`config.mk`:
```
export PLATFORM = sky130hd
export DESIGN_NAME = dispatch_nw
export DESIGN_NICKNAME = d
export VERILOG_FILES = /design/src/rtl/dispatch_pkg.sv /design/src/rtl/dispatch_select.sv /design/src/rtl/dispatch_nw.sv
export SDC_FILE = /design/constraint.sdc
export NUM_CORES = 1
export LEC_CHECK = 0
export ABC_CLOCK_PERIOD_IN_PS = 1700
export BUFFER_PORTS_ARGS = -buffer_cell sky130_fd_sc_hd__buf_4
export CAP_MARGIN = 25
export CORE_AREA = 3 3 163 165
export DETAILED_ROUTE_END_ITERATION = 7
export DIE_AREA = 0 0 166 168
export PLACE_DENSITY = 0.6
export SETUP_SLACK_MARGIN = 0.2
export SLEW_MARGIN = 5
export SYNTH_ARGS = -nofsm -noshare
export SYNTH_HDL_FRONTEND = slang
export SYNTH_SLANG_ARGS = --single-unit
```
`constraint.sdc`:
```
create_clock -name clk -period 1.7 [get_ports clk]
set_clock_uncertainty 0.1 [all_clocks]
set_input_delay 0.17 -clock clk [delete_from_list [all_inputs] [get_ports clk]]
set_output_delay 0.17 -clock clk [all_outputs]
set_load 0.01 [all_outputs]
```
`src/rtl/dispatch_pkg.sv`:
```
// dispatch_pkg: shared issue-queue entry layout, memory-op meaning codes and branch type for the N-wide dispatch stage.
package dispatch_pkg;
    localparam int PC_LSB = 75;
    localparam int DST_LSB = 70;
    localparam int SRC0_LSB = 65;
    localparam int SRC1_LSB = 60;
    localparam int IMME_LSB = 28;
    localparam int TYPE_LSB = 24;
    localparam int MEANING_LSB = 18;
    localparam int DATA_VALID_LSB = 12;
    localparam int PTAB_LSB = 7;
    localparam int EXE_CODE_LSB = 2;
    localparam int DELOT_BIT = 1;
    localparam int BUSY_BIT = 0;
    localparam int TYPE_W = 4;
    localparam int MEANING_W = 6;
    localparam int DATA_VALID_W = 6;
    localparam int REG_W = 5;

    localparam logic [TYPE_W-1:0] TYPE_BRANCH = 4'h2;

    localparam logic [MEANING_W-1:0] MEANING_ADDU = 6'h01;
    localparam logic [MEANING_W-1:0] MEANING_LB = 6'h10;
    localparam logic [MEANING_W-1:0] MEANING_LBU = 6'h11;
    localparam logic [MEANING_W-1:0] MEANING_LH = 6'h12;
    localparam logic [MEANING_W-1:0] MEANING_LHU = 6'h13;
    localparam logic [MEANING_W-1:0] MEANING_LW = 6'h14;
    localparam logic [MEANING_W-1:0] MEANING_SB = 6'h18;
    localparam logic [MEANING_W-1:0] MEANING_SH = 6'h19;
    localparam logic [MEANING_W-1:0] MEANING_SW = 6'h1a;

    function automatic logic is_mem_op(input logic [MEANING_W-1:0] meaning);
        return meaning inside {MEANING_LB, MEANING_LBU, MEANING_LH, MEANING_LHU,
                               MEANING_LW, MEANING_SB, MEANING_SH, MEANING_SW};
    endfunction
endpackage

```
`src/rtl/dispatch_select.sv`:
```
// dispatch_select: longest in-order prefix of head entries within busy/memory-port limits.
// Branch/delay-slot pairing is enabled by DISPATCH_DELOT_PAIR_EN.
module dispatch_select
    import dispatch_pkg::*;
#(
    parameter int ISSUE_W = 2,
    parameter int MEM_PORTS = 1,
    parameter int ENTRY_W = 107,
    parameter int CNT_W = $clog2(ISSUE_W + 1)
) (
    input  logic [ISSUE_W*ENTRY_W-1:0] iq_entry,
    output logic [CNT_W-1:0]           len
);
    logic [ISSUE_W:0] elig;
    logic [ISSUE_W:0] delot;
    logic [ISSUE_W-1:0] go;
    logic ok;
    int mem;

    always_comb begin
        mem = 0;
        elig = '0;
        delot = '0;
        for (int i = 0; i < ISSUE_W; i++) begin
            mem += is_mem_op(iq_entry[i*ENTRY_W+MEANING_LSB +: MEANING_W]) ? 1 : 0;
            elig[i] = iq_entry[i*ENTRY_W+BUSY_BIT] && (mem <= MEM_PORTS);
            delot[i] = iq_entry[i*ENTRY_W+DELOT_BIT];
        end
    end

    // A branch needs its delay slot eligible in the next lane; the extra top bit of elig is 0.
    always_comb begin
        go = '0;
        for (int i = 0; i < ISSUE_W; i++) begin
`ifdef DISPATCH_DELOT_PAIR_EN
            go[i] = elig[i] && ((iq_entry[i*ENTRY_W+TYPE_LSB +: TYPE_W] != TYPE_BRANCH) ||
                                (elig[i+1] && delot[i+1]));
`else
            go[i] = elig[i];
`endif
        end
    end

    always_comb begin
        len = '0;
        ok = 1'b1;
        for (int i = 0; i < ISSUE_W; i++) begin
            ok = ok && go[i];
            if (ok) len = CNT_W'(i + 1);
        end
    end
endmodule

```
`src/rtl/dispatch_nw.sv`:
```
// dispatch_nw: N-wide in-order dispatch with stall-holding per-lane EX registers.
// Optional DISPATCH_DELOT_PAIR_EN keeps a branch and its delay slot in the same group.
module dispatch_nw
    import dispatch_pkg::*;
#(
    parameter int ISSUE_W = 2,
    parameter int MEM_PORTS = 1,
    parameter int ENTRY_W = 107,
    parameter int CNT_W = $clog2(ISSUE_W + 1)
) (
    input  logic                       clk,
    input  logic                       rst_,
    input  logic                       flush,
    input  logic [ISSUE_W*ENTRY_W-1:0] iq_entry,
    output logic [CNT_W-1:0]           issue_count,
    input  logic                       ex_allin,
    output logic [ISSUE_W-1:0]         fu_valid,
    output logic [ISSUE_W*32-1:0]      fu_pc,
    output logic [ISSUE_W*5-1:0]       fu_dst,
    output logic [ISSUE_W*5-1:0]       fu_src0,
    output logic [ISSUE_W*5-1:0]       fu_src1,
    output logic [ISSUE_W*32-1:0]      fu_imme,
    output logic [ISSUE_W*6-1:0]       fu_meaning,
    output logic [ISSUE_W*6-1:0]       fu_data_valid,
    output logic [ISSUE_W*5-1:0]       fu_ptab_addr,
    output logic [ISSUE_W*5-1:0]       fu_exe_code,
    output logic [ISSUE_W-1:0]         fu_delot_flag
);
    logic [CNT_W-1:0] len;
    logic [ENTRY_W-1:0] held [ISSUE_W];
    logic out_free;

    dispatch_select #(
        .ISSUE_W(ISSUE_W), .MEM_PORTS(MEM_PORTS), .ENTRY_W(ENTRY_W), .CNT_W(CNT_W)
    ) u_select (
        .iq_entry(iq_entry),
        .len(len)
    );

    assign out_free = ~|fu_valid || ex_allin;
    assign issue_count = (out_free && !flush && rst_) ? len : '0;

    // Flush forces issue_count to 0, so it shares the load path and clears every lane.
    always_ff @(posedge clk or negedge rst_) begin
        if (!rst_) begin
            fu_valid <= '0;
            for (int i = 0; i < ISSUE_W; i++) held[i] <= '0;
        end else if (flush || out_free) begin
            for (int i = 0; i < ISSUE_W; i++) begin
                fu_valid[i] <= CNT_W'(i) < issue_count;
                held[i] <= (CNT_W'(i) < issue_count) ? iq_entry[i*ENTRY_W +: ENTRY_W] : '0;
            end
        end
    end

    for (genvar g = 0; g < ISSUE_W; g++) begin : g_lane
        assign fu_pc[g*32 +: 32] = held[g][PC_LSB +: 32];
        assign fu_dst[g*5 +: 5] = held[g][DST_LSB +: REG_W];
        assign fu_src0[g*5 +: 5] = held[g][SRC0_LSB +: REG_W];
        assign fu_src1[g*5 +: 5] = held[g][SRC1_LSB +: REG_W];
        assign fu_imme[g*32 +: 32] = held[g][IMME_LSB +: 32];
        assign fu_meaning[g*6 +: 6] = held[g][MEANING_LSB +: MEANING_W];
        assign fu_data_valid[g*6 +: 6] = held[g][DATA_VALID_LSB +: DATA_VALID_W];
        assign fu_ptab_addr[g*5 +: 5] = held[g][PTAB_LSB +: REG_W];
        assign fu_exe_code[g*5 +: 5] = held[g][EXE_CODE_LSB +: REG_W];
        assign fu_delot_flag[g] = held[g][DELOT_BIT];
    end
endmodule

```
# Word level (Yosys, flattened, before mapping)
# Index checks and enable logic that the tools add are counted.
# W data, S select, Z words.
# totals
inputBits	218
out_inout_bits	208
ff_bits	216
# classes
n_addsub	1
order_cmp	4
muxes	7
n_reduce_logical	12
n_eq_ne	16
# ops
operator	count
$mux W107	2
$eq A6 B5 Y1 const B	16
$le A32 B2 Y1 const B	2
$add A32 B32 Y32	1
$reduce_bool A8 Y1	2
$logic_and A1 B1 Y1	5
$lt A1 B2 Y1 const A	2
$mux W2	2
$mux W1	3
$logic_not A1 Y1	2
$logic_or A1 B1 Y1	2
$reduce_or A2 Y1	1

# Logic depth before layout (Yosys ltp)
# Gate-level depths: netlist (run 1).
# depth
ltp_word	11
mapped_depth	6
ltp_nobuf	4

# Modules after synthesis
# A second synthesis (run 1) with hierarchy kept.
# unflattened
cells_unflattened	476
area_unflattened_um2	7420.9
# by_module_without_submodules
mod	cells_each	seq_area_each_um2	instances	area_each_um2
dispatch_nw	464	5154.9	1	7330.8
dispatch_select	12	0.0	1	90.1

# Least setup slack after synthesis (run 1)
# Ideal clock, no wire load.
# synth_path
path_type	reg-to-output
startpoint	register fu_valid[1]
endpoint	output port issue_count[0]
arrival_time_ns	1.582
slack_ns	-0.152
n_path_buf	3
stages_incl_launch_ff	7
cell_sequence	dfrtp_1 > o21bai_1 > and3_1 > buf_2 > buf_4 > buf_2 > a21boi_0
# synth_between
elab_chain_len	6
# synth_rtl
element	line_no	source
start: declaration	dispatch_nw.sv:17	output logic [ISSUE_W-1:0] fu_valid,
start signal: indexed assignment	dispatch_nw.sv:50	fu_valid[i] <= CNT_W'(i) < issue_count;
$reduce_or A2 Y1	dispatch_nw.sv:40	assign out_free = ~|fu_valid || ex_allin;
$logic_not A1 Y1	dispatch_nw.sv:40	
$logic_or A1 B1 Y1	dispatch_nw.sv:40	
$logic_and A1 B1 Y1 (2 in series)	dispatch_nw.sv:41	assign issue_count = (out_free && !flush && rst_) ? len : '0;
$mux W2	dispatch_nw.sv:41	
end: declaration	dispatch_nw.sv:15	output logic [CNT_W-1:0] issue_count,
# Every way passes these cells.

# Worst setup path after layout (run 1)
# layout_path
startpoint	register fu_valid[1]
endpoint	output port issue_count[1]
# Same word-level chain as after synthesis.

==> results.cfg, run 1 <==
[floorplanning]
pin_count = 426
design.die.area_mm2 = 0.0279
rows = 58
die_x_um = 166
start_util = 0.291
core-area_mm2 = 0.0252
die_height_um = 168

[power]
swShare = 0.233
combPwrFrac = 0.145
p_clk_frac = 0.417
intPower_mw = 8.92
vdd_drop_max_v = 0.000601
p_leak_nw = 7.55
seq_power_share = 0.438
switchingPower_mw = 2.72
powerDensity_mw_per_mm2 = 779

[yosys]
synth_area_leaders = dfrtp_1, a22o_1, buf_2, buf_6, clkbuf_1
netlist_area_mm2 = 0.00733
netlist_top_cells_count = dfrtp_1, a22o_1, buf_2, clkbuf_1, buf_6
netlist-cell-type-count = 18
yosysSeqAreaShare = 0.704
synth_ff_type = dfrtp_1
synth_cells = 471
yosysTopAreaCellShare = 0.704
yosys_warnings = 0
ys_ff_latch = 206
synth.most_common_cell = dfrtp_1
syn_nets = 689
synth_edf_count = 0
yosysTopAreaCell = dfrtp_1
syn_area_per_cell_um2 = 15.6
synth-async-reset-ratio = 1.00

[sta]
setup_ws_ps = -260
fmax_mhz = 510
drv_slew = 0
period_minus_slack_ps = 1960
finalHoldViolCount = 0
worstMarginPinSlew_ps = 823
fin_crit_sh = 1.15
grt_setup_unrepaired = true
worst_hold_slack_ps = 213
setup_violations = 119
max_slew_margin = 0.451

[setup_path]
crit_path_max_fanout = 3
worstSetupPathType = register to primary output
crit_arrival_ps = 1690
required_ps = 1430
r2r_end = fu_dst[7]
startpoint_type = register
rrSetupSlack_ps = -170
rr_startpoint = fu_valid[1]
cp-end-kind = primary output
reg2reg_depth = 7

[drt]
vias = 7321
drtIter0Drc = 486
wl_per_cell_um = 21.7
firstDrtPassIters = 5
wirelength_mm = 32.5
drc_errors = 0
via_per_inst = 4.90
drtAntennaViolNets = 0

[cts]
cts_buffer_depth = 3
cts.clk_slew.worst_paths_ps = 60
clock_latency_ps = 510
clock_sink_count = 206
ctsRootBufferMaster = clkbuf_16
htree_levels = 1
cts_tree = yes
cts_buffers = 23

[global_route]
grt_pass1_vias = 7925
grt_max_degree = 137
antenna_found_initial = 0
grt_pass1_wl_mm = 47.1
grt_use_total = 0.213
grt_overflow = 0

[worst_hold_path]
hp-class = input port to register
min_path_cells = 5
min-delay-start = flush
whs_endpoint = fu_imme[36]

[final_layout]
drive_above_1_share = 0.457
seqCellArea_mm2 = 0.00515
area_growth_pct = 104
design_area_mm2 = 0.0149
n_fill_cell = 1899
finalNetCount = 1365
layoutNonFillerInstCount = 1495
multiInputGateArea_mm2 = 0.00195

[run]
drv_cap = 0

[placement]
hpwl_mm = 17.1
gp_congestion = 0.789
dp_cells = 1192
postPlaceCellArea_mm2 = 0.0109
portBuffers = 417

[outcome]
violations = setup timing
status = complete, but fails checks
## critical path: stages, from the launching register on
cell and delay, ps:
dfrtp_1 370, o21bai_1 130, buf_4 140, nand4_1 110, a41oi_4 210, buf_6 130, buf_6 90
## layer usage
metal / track usage / part of all wire
met5: 0 / 0
met4: 0.0788 / 0.039
met3: 0.0495 / 0.079
met2: 0.360 / 0.49
met1: 0.267 / 0.40
## worst max-delay path by stage
stage	from	end	slack (ps)	cells after the start
2_1_floorplan	fu_valid[0]	issue_count[0]	70	6
3_3_place_gp	fu_valid[0]	fu_imme[58]	-90	6
3_5_place_dp	fu_valid[0]	fu_pc[53]	-80	6
4_1_cts	fu_valid[1]	issue_count[1]	-320	6
5_1_grt	fu_valid[0]	issue_count[1]	-370	6
6_report	fu_valid[1]	issue_count[1]	-260	6
## layout by cell type, fill, tap and decap left out, drive strengths merged
cell,count
a22oi,1
bufinv,1
clkinv,5
a21boi,1
diode,1
o21ai,2
and4bb,1
o21bai,1
a22o,203
and3,1
a32o,1
dfrtp,206
a41oi,1
nand4,2
a21o,4
nor2,1
clkbuf,40
nor2b,1
buf,480
clkinvlp,2
bufbuf,2
dlygate4sd3,206
inv,2
## per-stage QoR
stage | power, mW | utilization | setup slack [ps] | TNS (ps)
3_5_place_dp | 6.21 | 0.433 | -83.7 | -4950
4_1_cts | 11.7 | 0.581 | -316 | -10800
2_1_floorplan | 5.44 | - | 69.1 | 0
5_1_grt | 12.1 | 0.593 | -372 | -22640
6_report | 11.6 | 0.593 | -260 | -7100
3_3_place_gp | 6.20 | 0.433 | -87.1 | -5380
## cells by family after synthesis
kind of cell / count (synthesis) / synth area share
buffers and inverters: 45 / 0.0350
AO/OA/AOI/OAI: 214 / 0.255
flip-flops: 206 / 0.704
AND/OR/NAND/NOR: 6 / 0.00598
## layout make-up
| class | instances | area share |
|---|---|---|
| antenna | 1 | 0.000168 |
| clock buffer | 32 | 0.0435 |
| clock inverter | 10 | 0.00637 |
| multi-input combinational | 220 | 0.130 |
| sequential | 206 | 0.345 |
| tap | 330 | 0.0277 |
| timing repair buffer | 696 | 0.447 |
## flip-flops by register name, summed over array words and instances, names as in the netlist
signal	cells
fu_dst	10
fu_delot_flag	2
fu_imme	64
fu_exe_code	10
fu_pc	64
fu_data_valid	12
fu_src1	10
fu_valid	2
fu_meaning	12
fu_src0	10
fu_ptab_addr	10
## power groups by stage
stage / registers, mW / logic, mW / clock network [mW]
global route: 5.10 / 1.79 / 5.17
CTS: 5.08 / 1.62 / 4.96
global placement: 5.17 / 1.03 / 0
detailed placement: 5.17 / 1.04 / 0
floorplan: 5.22 / 0.218 / 0
finish: 5.09 / 1.69 / 4.85
## timing repair
action	CTS	global route
hold endpoints to repair	392	0
hold buffers	206	0
setup endpoints to repair	191	279
buffers inserted	16	6
cloned	22	10
gates resized for setup	44	20
pin swaps	33	70
(Power assumes the default switching activity.)
==> inputs of run 2 (changes only) <==
Settings changed: ABC_CLOCK_PERIOD_IN_PS 1700 to 2180, SETUP_SLACK_MARGIN 0.2 to 0.4.
Clock period 1.7 ns to 2.18 ns, I/O delays scaled along.
==> run 2 against run 1 <==
- via count down 3.0%
- largest cell class unchanged
- the run ends with hold timing left
- flip-flop and latch count unchanged
- design area shrank 2.8%
- global-route usage is 1.9 points lower
- setup slack improved by 360 ps
- count of clock-buffer cells in the layout fell by 3
==> results.cfg, run 2 (synthesis results as in run 1) <==
[drt]
drc_errors = 0
vias = 7104
wl_per_cell_um = 21.0
via_per_inst = 4.80
wirelength_mm = 31.0
firstDrtPassIters = 5
wl_met2_mm = 15.8
drtIter0Drc = 453
drtAntennaViolNets = 0
top_layer = met4
met3_length_mm = 2.28
wl_met1_mm = 12.1

[floorplanning]
die_height_um = 168
pin_count = 426
core-area_mm2 = 0.0252
die_x_um = 166
rows = 58
start_util = 0.291
design.die.area_mm2 = 0.0279

[global_route]
grt_overflow = 0
grt_pass1_vias = 7472
grt_pass1_wl_mm = 43.6
antenna_found_initial = 0
grt_use_total = 0.194
grt_max_degree = 119

[power]
p_leak_nw = 7.38
combPwrFrac = 0.140
vdd_drop_max_v = 0.000433
intPower_mw = 6.73
switchingPower_mw = 2.09
p_clk_frac = 0.410
swShare = 0.237
powerDensity_mw_per_mm2 = 608
p_total_mw = 8.82
seq_power_share = 0.450

[final_layout]
finalNetCount = 1352
area_growth_pct = 98.0
layout.core_utilization = 0.576
final_cell_mix = buf_4, dfrtp_1, dlygate4sd3_1
n_fill_cell = 1947
layout_commonest_cell = buf_4
design_area_mm2 = 0.0145
diodes = 0
layoutNonFillerInstCount = 1479
drive_above_1_share = 0.453

[sta]
grt_setup_unrepaired = true
worstMarginPinSlew_ps = 754
period_minus_slack_ps = 2080
worst_hold_slack_ps = -252
fmax_mhz = 481
drv_slew = 0
setup_violations = 0
max_slew_margin = 0.497
finalHoldViolCount = 44
fin_crit_sh = 0.954
final.setup.tns_ps = 0

[worst_hold_path]
hp-class = input port to async pin

[setup_path]
crit_arrival_ps = 1760
startpoint_type = register
r2r_end = fu_exe_code[5]
rrSetupSlack_ps = 120
required_ps = 1860
worstSetupPathType = register to primary output
reg2reg_depth = 10
rr_startpoint = fu_valid[0]
cp-end-kind = primary output
crit_path_max_fanout = 2

[placement]
gp_congestion = 0.818
dp_cells = 1192
postPlaceCellArea_mm2 = 0.0109
portBuffers = 417
hpwl_mm = 16.9

[cts]
htree_levels = 1
cts_buffer_depth = 3
cts.clk_slew.worst_paths_ps = 60
cts_hold_buf = 205
clock_sink_count = 206
clock_latency_ps = 500
cts_tree = yes
cts_buffers = 23
ctsRootBufferMaster = clkbuf_16

[run]
drv_cap = 0

[outcome]
violations = hold timing
status = complete, but fails checks
run 2: cell types whose count changed in the layout (fill, tap and decap cells not counted), sizes merged:
cell / change
and3: +1
inv: -1
clkbuf: -1
bufbuf: -2
clkinv: +4
buf: -13
clkinvlp: -1
bufinv: -1
dlygate4sd3: -1
diode: -1
run 2: timing repair:
action	CTS	global route
pin swaps	36	40
setup buffers	14	6
gates resized for setup	21	37
endpoints found under the hold margin	248	44
gates cloned	9	13
endpoints found under the setup margin	162	192
run 2: worst max path at each step:
stage	startpoint	endpoint	slack (ps)	depth (start not counted)
after detailed placement	fu_valid[0]	fu_pc[25]	240	5
final	fu_valid[0]	issue_count[0]	100	6
after floorplan	fu_valid[0]	issue_count[0]	400	6
after global placement	fu_valid[0]	fu_imme[11]	270	5
after CTS	fu_valid[1]	issue_count[1]	60	5
after global routing	fu_valid[0]	issue_count[1]	10	5
run 2: layer usage:
layer	global-route usage	up-vias
li1	-	3182
met1	0.237	3501
met2	0.339	362
met3	0.0484	59
met4	0.0622	0
met5	0	-
run 2: stage by stage:
stage	worst slack [ps]	hold WS, ps
2_1_floorplan	405	-178
3_3_place_gp	265	303
3_5_place_dp	239	299
4_1_cts	56.2	-242
5_1_grt	12.5	-213
6_report	100	-252
run 2: worst max-delay path: stages, from the launching register on:
cell	delay [ps]
dfrtp_1	400
o21bai_4	180
buf_4	130
buf_6	80
and3_4	180
a21boi_4	170
buf_6	120
run 2: area by class of cell:
class                      instances  area (µm²)  area share
clock buffer                      29         628      0.0433
clock inverter                    11        68.8     0.00474
multi-input combinational        221        1970       0.136
sequential                       206        5150       0.355
tap                              330         413      0.0285
timing repair buffer             682        6280       0.433
run 2: power groups by stage:
stage / clock, mW / combinational (mW) / sequential [mW]
final: 3.62 / 1.23 / 3.97
after global routing: 3.89 / 1.31 / 3.97
after CTS: 3.71 / 1.17 / 3.96
after detailed placement: 0 / 0.800 / 4.03
after global placement: 0 / 0.790 / 4.03
after floorplan: 0 / 0.170 / 4.07
